$ cat src/rtl/fir_mac_engine.sv
// fir_mac_engine: TAPS-tap FIR multiply-accumulate over an external combinational waveform ROM, four-phase handshake.
// Optional FIR_SAT_EN: saturate the output to 0..2^DATA_W-1; when undefined the low DATA_W bits wrap.
module fir_mac_engine #(
  parameter int DATA_W = 8,
  parameter int COEF_W = 8,
  parameter int TAPS   = 5,
  parameter int ADDR_W = 8,
  parameter int SHIFT  = 4,
  localparam int CA_W  = (TAPS > 1) ? $clog2(TAPS) : 1
) (
  input  logic                     clk,
  input  logic                     reset,
  input  logic                     handshake,
  input  logic [ADDR_W-1:0]        index,
  input  logic                     coef_we,
  input  logic [CA_W-1:0]          coef_addr,
  input  logic signed [COEF_W-1:0] coef_wdata,
  output logic [ADDR_W-1:0]        rom_addr,
  input  logic [DATA_W-1:0]        rom_data,
  output logic [DATA_W-1:0]        result,
  output logic                     busy,
  output logic                     done
);
  localparam int CENTER = TAPS / 2;
  localparam int ACC_W  = DATA_W + COEF_W + $clog2(TAPS) + 1;
  localparam int AW2    = ADDR_W + 2;
  localparam logic [CA_W-1:0] TAP_LAST = CA_W'(TAPS - 1);

  typedef enum logic [2:0] {IDLE, ADDR, MAC, FINISH, HOLD} state_t;

  state_t                     state_reg, state_next;
  logic [ADDR_W-1:0]          idx_reg;
  logic [CA_W-1:0]            tap_reg;
  logic [DATA_W-1:0]          data_reg;
  logic signed [ACC_W-1:0]    acc_reg;
  logic [ADDR_W-1:0]          rom_addr_reg;
  logic [DATA_W-1:0]          result_reg;
  logic                       busy_reg;
  logic                       done_reg;
  logic signed [COEF_W-1:0]   coef_arr [TAPS];

  logic signed [AW2-1:0]      addr_s;
  logic [ADDR_W-1:0]          addr_clamp;
  logic signed [DATA_W+COEF_W:0] prod;
  logic signed [ACC_W-1:0]    acc_next;
  logic signed [ACC_W-1:0]    acc_shr;
  logic [DATA_W-1:0]          out_val;

  // Coefficient bank resets to an identity filter: only the centre tap is 1.0 after the output shift.
  for (genvar gi = 0; gi < TAPS; gi++) begin : g_coef
    localparam logic signed [COEF_W-1:0] RST_VAL = (gi == CENTER) ? COEF_W'(1 << SHIFT) : COEF_W'(0);
    logic signed [COEF_W-1:0] coef_q;
    always_ff @(posedge clk or posedge reset) begin
      if (reset)
        coef_q <= RST_VAL;
      else if (state_reg == IDLE && coef_we && coef_addr == CA_W'(gi))
        coef_q <= coef_wdata;
    end
    assign coef_arr[gi] = coef_q;
  end

  // Window address is computed two bits wider so underflow and overflow are both visible.
  always_comb begin
    addr_s = AW2'(idx_reg) + AW2'(tap_reg) - AW2'(CENTER);
    if (addr_s[AW2-1])
      addr_clamp = '0;
    else if (addr_s[ADDR_W])
      addr_clamp = '1;
    else
      addr_clamp = addr_s[ADDR_W-1:0];
  end

  always_comb begin
    prod     = $signed({1'b0, data_reg}) * coef_arr[tap_reg];
    acc_next = acc_reg + ACC_W'(prod);
    acc_shr  = acc_reg >>> SHIFT;
`ifdef FIR_SAT_EN
    if (acc_shr[ACC_W-1])
      out_val = '0;
    else if (|acc_shr[ACC_W-1:DATA_W])
      out_val = '1;
    else
      out_val = acc_shr[DATA_W-1:0];
`else
    out_val = acc_shr[DATA_W-1:0];
`endif
  end

  always_ff @(posedge clk or posedge reset) begin
    if (reset)
      state_reg <= IDLE;
    else
      state_reg <= state_next;
  end

  always_comb begin
    state_next = state_reg;
    unique case (state_reg)
      IDLE:    if (handshake) state_next = ADDR;
      ADDR:    state_next = MAC;
      MAC:     state_next = (tap_reg == TAP_LAST) ? FINISH : ADDR;
      FINISH:  state_next = HOLD;
      HOLD:    if (!handshake) state_next = IDLE;
      default: state_next = IDLE;
    endcase
  end

  // The ROM is combinational, so the address must be live during ADDR and held otherwise.
  always_comb begin
    rom_addr = (state_reg == ADDR) ? addr_clamp : rom_addr_reg;
    result   = result_reg;
    busy     = busy_reg;
    done     = done_reg;
  end

  always_ff @(posedge clk or posedge reset) begin
    if (reset) begin
      idx_reg      <= '0;
      tap_reg      <= '0;
      data_reg     <= '0;
      acc_reg      <= '0;
      rom_addr_reg <= '0;
      result_reg   <= '0;
      busy_reg     <= 1'b0;
      done_reg     <= 1'b0;
    end else begin
      unique case (state_reg)
        IDLE: if (handshake) begin
          idx_reg  <= index;
          acc_reg  <= '0;
          tap_reg  <= '0;
          busy_reg <= 1'b1;
        end
        ADDR: begin
          data_reg     <= rom_data;
          rom_addr_reg <= addr_clamp;
        end
        MAC: begin
          acc_reg <= acc_next;
          if (tap_reg != TAP_LAST) tap_reg <= tap_reg + 1'b1;
        end
        FINISH: begin
          result_reg <= out_val;
          done_reg   <= 1'b1;
        end
        HOLD: if (!handshake) begin
          done_reg <= 1'b0;
          busy_reg <= 1'b0;
        end
        default: ;
      endcase
    end
  end
endmodule

$ cat config.mk
export PLATFORM = sky130hd
export DESIGN_NAME = fir_mac_engine
export DESIGN_NICKNAME = d
export VERILOG_FILES = /design/src/rtl/fir_mac_engine.sv
export SDC_FILE = /design/constraint.sdc
export NUM_CORES = 1
export LEC_CHECK = 0
export ABC_AREA = 1
export BUFFER_PORTS_ARGS = -buffer_cell sky130_fd_sc_hd__buf_2
export CELL_PAD_IN_SITES_DETAIL_PLACEMENT = 0
export CELL_PAD_IN_SITES_GLOBAL_PLACEMENT = 1
export CORE_MARGIN = 2
export CORE_UTILIZATION = 45
export CTS_BUF_LIST = sky130_fd_sc_hd__clkbuf_4 sky130_fd_sc_hd__clkbuf_8 sky130_fd_sc_hd__clkbuf_16
export CTS_CLUSTER_DIAMETER = 150
export CTS_CLUSTER_SIZE = 16
export DETAILED_ROUTE_END_ITERATION = 7
export PLACE_DENSITY = 0.89
export SETUP_SLACK_MARGIN = 0.05
export SLEW_MARGIN = 20
export SYNTH_ARGS = -nofsm -noshare
export SYNTH_HDL_FRONTEND = slang
export SYNTH_SLANG_ARGS = --single-unit
$ cat constraint.sdc
create_clock -name clk -period 13 [get_ports clk]
set_clock_uncertainty 0.1 [all_clocks]
set_input_delay 0 -clock clk [delete_from_list [all_inputs] [get_ports clk]]
set_output_delay 0 -clock clk [all_outputs]
set_load 0.01 [all_outputs]
======== Yosys cells after proc, flatten, opt, wreduce, memory -nomap -nowiden ========
Index checks and enable logic that the tools add are counted.
operators by class
  multipliers ............................. 1
  $lt $le $gt $ge ......................... 1
  bitwise operators ....................... 1
  muxes and demuxes ....................... 19
  eq/ne operators ......................... 13
  reduce and logical (&&, ||, !) cells .... 17
  $add $sub $neg .......................... 4
operators with widths
  kind                    count
  $mux W8                 5
  $pmux W20 S2            1
  $bmux W8 S3             1
  $add A20 B17 Y20        1
  $mux W20                1
  $mul A9 B8 Y17          1
  $pmux W3 S5             1
  $eq A3 B2 Y1 const B    4
  $mux W3                 4
  $sub A9 B2 Y10 const B  1
  $add A8 B3 Y9           1
  $eq A3 B3 Y1 const B    3
  $reduce_and A2 Y1       4
  $eq A3 B1 Y1 const B    2
  $logic_and A1 B1 Y1     6
  $logic_not A3 Y1        2
  $ne A2 B2 Y1 const B    3
  $pmux W3 S2             1
  $reduce_and A3 Y1       2
  $reduce_bool A2 Y1      3
  $ge A4 B4 Y1 const B    1
  $not A3 Y4              1
  $pmux W1 S2             2
  $add A3 B1 Y3 const B   1
  other kinds (3)         4
storage, ports and cells
  register bits ........................... 100
  logic and storage cells ................. 70
  output and inout port bits .............. 18

======== Longest topological paths before layout ========
Gate-level depths: netlist of the first run.
  depth after elaboration ................. 7
  mapped depth ............................ 27
  mapped depth without buffers ............ 25

======== Least setup slack after synthesis of the first run ========
Ideal clock, no wire load.
  kind .................................... reg-to-reg
  start point ............................. reg tap_reg[0]
  end point ............................... reg acc_reg[11]
  library setup time ...................... 0.117 ns
  slack ................................... 7.733 ns
  arrival ................................. 5.050 ns
  period minus slack after synthesis ...... 5.267 ns
  path buffers ............................ 3
  stages on the path, launching flop included .. 25
  cells stage by stage .................... dfrtp_1 > buf_6 > buf_4 > clkbuf_1 > o21ai_0 > nand3_1 > o21ai_1 > nand2_1 > fa_1 > inv_1 > fa_1 > inv_1 > fa_1 > inv_1 > fa_1 > ha_1 > ha_1 > a21oi_1 > and2_1 > o221ai_1 > or2_2 > nand2_1 > nand3_1 > nand3_1 > nand2_1
on the way
  word-level cells in the longest chain between the ends .. 7
ends and longest elaborated chain
  what                                         RTL line  source
  start: declaration                           33        logic [CA_W-1:0] tap_reg;
  start signal: assignment                     140       if (tap_reg != TAP_LAST) tap_reg <= tap_reg + 1'b1;
  $not A3 Y4 (not written as such)             74        prod = $signed({1'b0, data_reg}) * coef_arr[tap_reg];
  $bmux W8 S3                                  74
  $mux W8 (not written as such) (2 in series)  74
  $mul A9 B8 Y17                               74
  $add A20 B17 Y20                             75        acc_next = acc_reg + ACC_W'(prod);
  $pmux W20 S2                                 127       unique case (state_reg)
  end signal: assignment                       139       acc_reg <= acc_next;
  end: declaration                             35        logic signed [ACC_W-1:0] acc_reg;
No other way between the ends. The select of a mux whose other input is x is not followed.
A chain may end at the register's enable or synchronous reset.

======== Final worst setup path of the first run ========
  start point ............................. reg tap_reg[0]
  end point ............................... reg acc_reg[10]
The elaborated chain is that of the path after synthesis.

==> out/summary.txt, run 1 <==
Syn Nets: 804
# IOs: 49
critical path fanouts, max: 28
DRC errors left: 0
final setup vio count: 0
Cell Area, Synth: 6240 µm²
max FFs per register: 40
Max Clock Freq: 0.164 GHz
Skew-Pair Late Insertion Delay: 0.35 ns
Final HPWL DP: 10.8 mm
WP data required: 13.12 ns
Final Slew Violations: 0
Min-Delay Path Class: input pin to asynchronous set/reset pin
H-tree levels: 3
Post-Route WL: 14.1 mm
met3 Use GR: 4.63%
Critical Path Max Stage Delay: 0.71 ns
final net count: 882
met2 GRT Util: 35.6%
Buf/Inv on CP: 2
routed via count: 4810
Crit path top cell by count: fa_1
largest net degree at the start of global routing: 79
setup TNS: 0 ns
layout cells sized above 1: 15.3%
1st-iter DRT viols: 249
CTS tree: done
CTS Root Cell: clkbuf_16
gr ovfl total: 0
worst-path cell chain: nor3_4, inv_1, o21ai_1, nand2_1, fa_1, inv_1, fa_1, fa_1, fa_1, fa_1, ha_1, nand2_1, o21ai_0, nand2_1, a21oi_1, nor2_1, xor2_1, o22ai_1
die height: 122 µm
Setup CP Type: flip-flop to flip-flop
number of port buffers: 48
delay-heaviest family, CP: adder cells
P&R area growth vs syn: 16.4%
Tcrit/Tclk final: 47.0%
WL per Instance: 14.8 µm
first-pass GRT wire length: 24.0 mm
syn avg cell area: 9.09 µm²
GR met1 Demand/Resource: 26.6%
Vias/cell: 5.07
Initial Util: 45.5%
Seq/Total Area, Yosys: 36.9%
n_diodes: 0
clock sinks: 92
crit path capture type: flip-flop
Ys Warns: 0
vias in the first global route: 4980
post-route ant nets: 0
cells after synthesis: 686
Die X: 122 µm
Rows: 43
Worst slew margin: 35.9%
CTS Buf Count: 9
Critical Path AT: 6.24 ns
final count of hold timing violations: 0
setup repair after global routing missed its margin: false
Reg clk slew, reported paths: 0.06 ns
Max-cap violations: 0
Setup crit start kind: flip-flop
drt pass-1 iters: 5
#FFs+latches synth: 92
Crit-path slowest cell: dfrtp_1
reg-to-reg setup timing slack: 6.88 ns
antenna violations before repair: 0
core area: 13700 µm²
Total GRT Usage: 20.8%
count of cell types in the netlist: 36
minimum clock period: 6.12 ns
GP Congestion: 0.984
worst slew pin tran: 0.961 ns
die area: 14800 µm²
GR peak layer: met2
Bufs on Longest Clock Path: 2
status: complete, no violations
area by class of cell:
class	count	area, µm²
fill	1231	6460
multi-input combinational	457	3390
sequential	92	2300
timing repair buffer	80	553
inverter	124	467
clock buffer	13	274
tap	180	225
clock inverter	3	43.8
synth_stat cells:
cell	number	area share, %
buf_4	1	0.12
inv_2	1	0.060
nand2_1	140	8.4
nand3_1	31	2.5
o221ai_1	1	0.14
nor2_2	3	0.30
o21bai_1	1	0.12
dfrtp_1	91	37
a22o_1	3	0.42
clkbuf_1	5	0.30
and2_1	1	0.10
nor4_2	2	0.40
xor2_1	10	1.4
a21oi_1	16	1.3
fa_1	43	14
ha_1	44	8.8
o211ai_1	4	0.48
inv_1	122	7.3
nand3b_1	3	0.36
or2_2	1	0.10
o311ai_0	1	0.14
a21oi_2	1	0.14
nand2_2	7	0.70
nand4_1	2	0.20
o21ai_1	3	0.24
nor4_4	1	0.34
mux2_2	31	5.6
xnor2_1	2	0.28
clkinv_1	1	0.060
buf_6	2	0.36
dfstp_2	1	0.42
nor3_4	2	0.52
buf_2	5	0.40
o21ai_0	55	4.4
nor2_1	43	2.6
o22ai_1	6	0.60
per-stage QoR:
step / instance area, µm² / hold WS [ns] / setup slack (ns) / util (%) / instances
2_1_floorplan: 6240 / 0.00962 / 7.73 / - / 686
3_3_place_gp: 6650 / -0.164 / 7.06 / 48.5 / 904
3_5_place_dp: 6650 / -0.163 / 6.96 / 48.5 / 904
4_1_cts: 7260 / 0.0102 / 6.93 / 52.9 / 949
5_1_grt: 7260 / 0.0418 / 6.49 / 52.9 / 949
6_report: 7260 / 0.0147 / 6.88 / 52.9 / 949
logic make-up (layout without fill, tap and decap cells):
logic type	after synthesis	after routing	share of synthesized area, %
flops	92	92	36.9
buf+inv	137	220	8.65
compound gates	91	91	7.98
mux	31	31	5.60
fa+ha+maj	87	87	22.6
simple gates	236	236	16.5
xor+xnor	12	12	1.69
layout by cell type, fill, tap and decap left out, types with 2 or more instances in the layout:
cell,n
nand2_1,140
inv_1,121
dfrtp_1,91
o21ai_0,55
buf_2,48
ha_1,44
nor2_1,43
fa_1,43
nand3_1,31
mux2_2,31
dlygate4sd3_1,29
a21oi_1,16
xor2_1,10
clkbuf_16,9
nand2_2,7
o22ai_1,6
o211ai_1,4
nor2_2,3
o21ai_1,3
a22o_1,3
nand3b_1,3
clkbuf_8,3
buf_4,3
nor3_4,2
nor4_2,2
nand4_1,2
clkinv_2,2
xnor2_1,2
what timing repair did:
action                    CTS  global route
resized for setup           0             0
buffers inserted            0             0
hold buffers               29             0
hold endpoints to repair   74             0
worst register-to-register path, cell delays in order (launching register included):
cell and delay (ns):
dfrtp_1 0.71, nor3_4 0.46, inv_1 0.10, o21ai_1 0.48, nand2_1 0.23, fa_1 0.55
inv_1 0.05, fa_1 0.52, fa_1 0.45, fa_1 0.60, fa_1 0.45, ha_1 0.38
nand2_1 0.07, o21ai_0 0.24, nand2_1 0.11, a21oi_1 0.14, nor2_1 0.06, xor2_1 0.18
o22ai_1 0.09
worst paths after layout:
check / startpoint / end / depth (start not counted)
worst min register to register: rom_addr_reg[1] / rom_addr_reg[1] / 2
max in group asynchronous: reset / data_reg[6] / 4
worst min-delay path: reset / result[2] / 3
worst max register to register: tap_reg[0] / acc_reg[10] / 18
min in group clk: coef_addr[2] / g_coef[0].coef_q[2] / 5
worst max-delay path: tap_reg[0] / acc_reg[10] / 18
routing by layer:
layer | routed length (µm) | vias to the layer above
met5 | 0 | -
met4 | 313 | 0
met3 | 698 | 29
met2 | 6900 | 123
met1 | 6180 | 2343
li1 | - | 2315
Power of run 1 is left out: the tool's default activity adds up to more than one toggle a clock period on the data nets, which glitch-free logic cannot reach.
==> inputs of run 2 (changes only) <==
Settings changed: CORE_UTILIZATION 45 to 43.
Clock period 13 ns to 5.4 ns, I/O delays scaled along.
==> out/summary.txt, run 2 (synthesis results as in run 1) <==
1st-iter DRT viols: 154
Total GRT Usage: 19.2%
Max-cap violations: 0
worst slew pin tran: 0.907 ns
clock sinks: 92
FF-to-FF End: acc_reg[11]
reg-to-reg setup timing slack: 0.28 ns
Post-Route WL: 14.0 mm
gr ovfl total: 0
GR peak layer: met2
most common library cell in the layout ignoring fill and taps: nand2_1
core area: 14400 µm²
Final HPWL DP: 10.6 mm
crit path capture type: flip-flop
minimum clock period: 5.12 ns
largest net degree at the start of global routing: 73
fill count: 1313
# IOs: 49
final core utilization: 52.1%
Worst setup startpoint: tap_reg[0]
Die X: 124 µm
P&R area growth vs syn: 20.0%
Worst Setup EP: acc_reg[11]
die area: 15500 µm²
met2 GRT Util: 31.7%
setup repair after global routing missed its margin: false
vias in the first global route: 4930
die height: 124 µm
Skew-Pair Late Insertion Delay: 0.35 ns
layout cells sized above 1: 20.3%
CTS tree: done
final setup vio count: 0
first-pass GRT wire length: 24.0 mm
drt pass-1 iters: 5
WP data required: 5.54 ns
Min-Delay Path Class: input pin to flip-flop
CTS Buf Count: 9
setup TNS: 0 ns
Critical Path AT: 5.27 ns
antenna violations before repair: 0
routed via count: 4745
status: complete, no violations
Buf/Inv on CP: 6
DRC errors left: 0
worst reg-to-reg path cell count: 23
R2R Path Start: tap_reg[0]
Vias/cell: 4.89
Crit-path slowest cell: fa_1
post-route ant nets: 0
number of port buffers: 48
worst-path cell chain: nor3_4, buf_4, inv_1, o21ai_2, buf_4, nand2_1, fa_1, inv_1, fa_1, inv_1, fa_1, inv_1, fa_1, ha_4, ha_4, a21oi_2, and2_4, o221ai_1, or2_2, nand2_1, nand3_1, nand3_1, nand2_1
GP Congestion: 0.919
H-tree levels: 3
Max Clock Freq: 0.195 GHz
Hold Path Stages: 4
CTS Root Cell: clkbuf_16
n_diodes: 0
Worst slew margin: 39.5%
Setup CP Type: flip-flop to flip-flop
Critical Path Max Stage Delay: 0.55 ns
final net count: 900
GR met1 Demand/Resource: 25.6%
max FFs per register: 40
met3 Use GR: 3.44%
most frequent cells in the layout: 139 x nand2_1, 114 x inv_1, 89 x dfrtp_1, 54 x o21ai_0, 48 x buf_2
WL per Instance: 14.5 µm
Rows: 44
Tcrit/Tclk final: 94.9%
final count of hold timing violations: 0
hold slack: 0.0232 ns
Final Slew Violations: 0
critical path fanouts, max: 6
Bufs on Longest Clock Path: 2
delay-heaviest family, CP: adder cells
CP Depth: 23
Initial Util: 43.4%
Reg clk slew, reported paths: 0.07 ns
Setup crit start kind: flip-flop
[run 2: cell types whose count changed in the layout (fill, tap and decap cells not counted), moves of 3 or more]
cell and delta:
nor2_2 +4, buf_4 +16, clkinvlp_4 +3, inv_2 +5
clkbuf_8 -3, ha_4 +6, inv_1 -7, o21ai_2 +3
ha_1 -6, nor2_1 -4
[run 2: worst register-to-register path: stages, from the launching register on]
cell      delay (ns)
dfrtp_2         0.47
nor3_4          0.23
buf_4           0.15
inv_1           0.06
o21ai_2         0.13
buf_4           0.15
nand2_1         0.06
fa_1            0.51
inv_1           0.05
fa_1            0.50
inv_1           0.05
fa_1            0.48
inv_1           0.05
fa_1            0.55
ha_4            0.23
ha_4            0.25
a21oi_2         0.11
and2_4          0.16
o221ai_1        0.12
or2_2           0.30
nand2_1         0.09
nand3_1         0.08
nand3_1         0.08
nand2_1         0.05
[run 2: layout make-up]
type	instances	area, µm²	share of cell area [%]
Clock buffer	11	240	3.21
Clock inverter	5	37.5	0.502
Inverter	124	474	6.34
Multi-Input combinational cell	457	3500	46.8
Sequential cell	92	2310	30.8
Tap cell	184	230	3.08
Timing Repair Buffer	98	694	9.28
[run 2: layer usage]
layer  vias to the layer above  wire (µm)  share of wire (%)
li1                       2357          -                  -
met1                      2291       6470                 46
met2                        81       6820                 49
met3                        16        491                3.5
met4                         0        253                1.8
met5                         -          0                  0
[run 2: through the flow]
step,std cells,area [µm²],worst slack [ns]
after floorplan,686,6240,0.133
after global placement,921,6760,0.146
after detailed placement,921,6760,0.0523
after CTS,969,7350,0.0593
after global routing,971,7480,0.0404
final,971,7480,0.276
[run 2: worst min path at each step]
stage,start,to,slack [ns]
global route,coef_addr[0],g_coef[4].coef_q[1],0.05
detailed placement,reset,acc_reg[3],-0.13
CTS,coef_addr[0],g_coef[4].coef_q[1],0.004
floorplan,index[0],idx_reg[0],0.01
global placement,reset,acc_reg[3],-0.13
finish,coef_addr[0],g_coef[4].coef_q[1],0.02
[run 2: what timing repair did]
item	CTS	global route
pin swaps	1	5
endpoints found under the hold margin	80	0
buffers inserted	2	2
cloned	0	0
setup endpoints to repair	1	3
gates resized for setup	2	26
hold buffers	30	0
Power of run 2 is left out for the same reason.
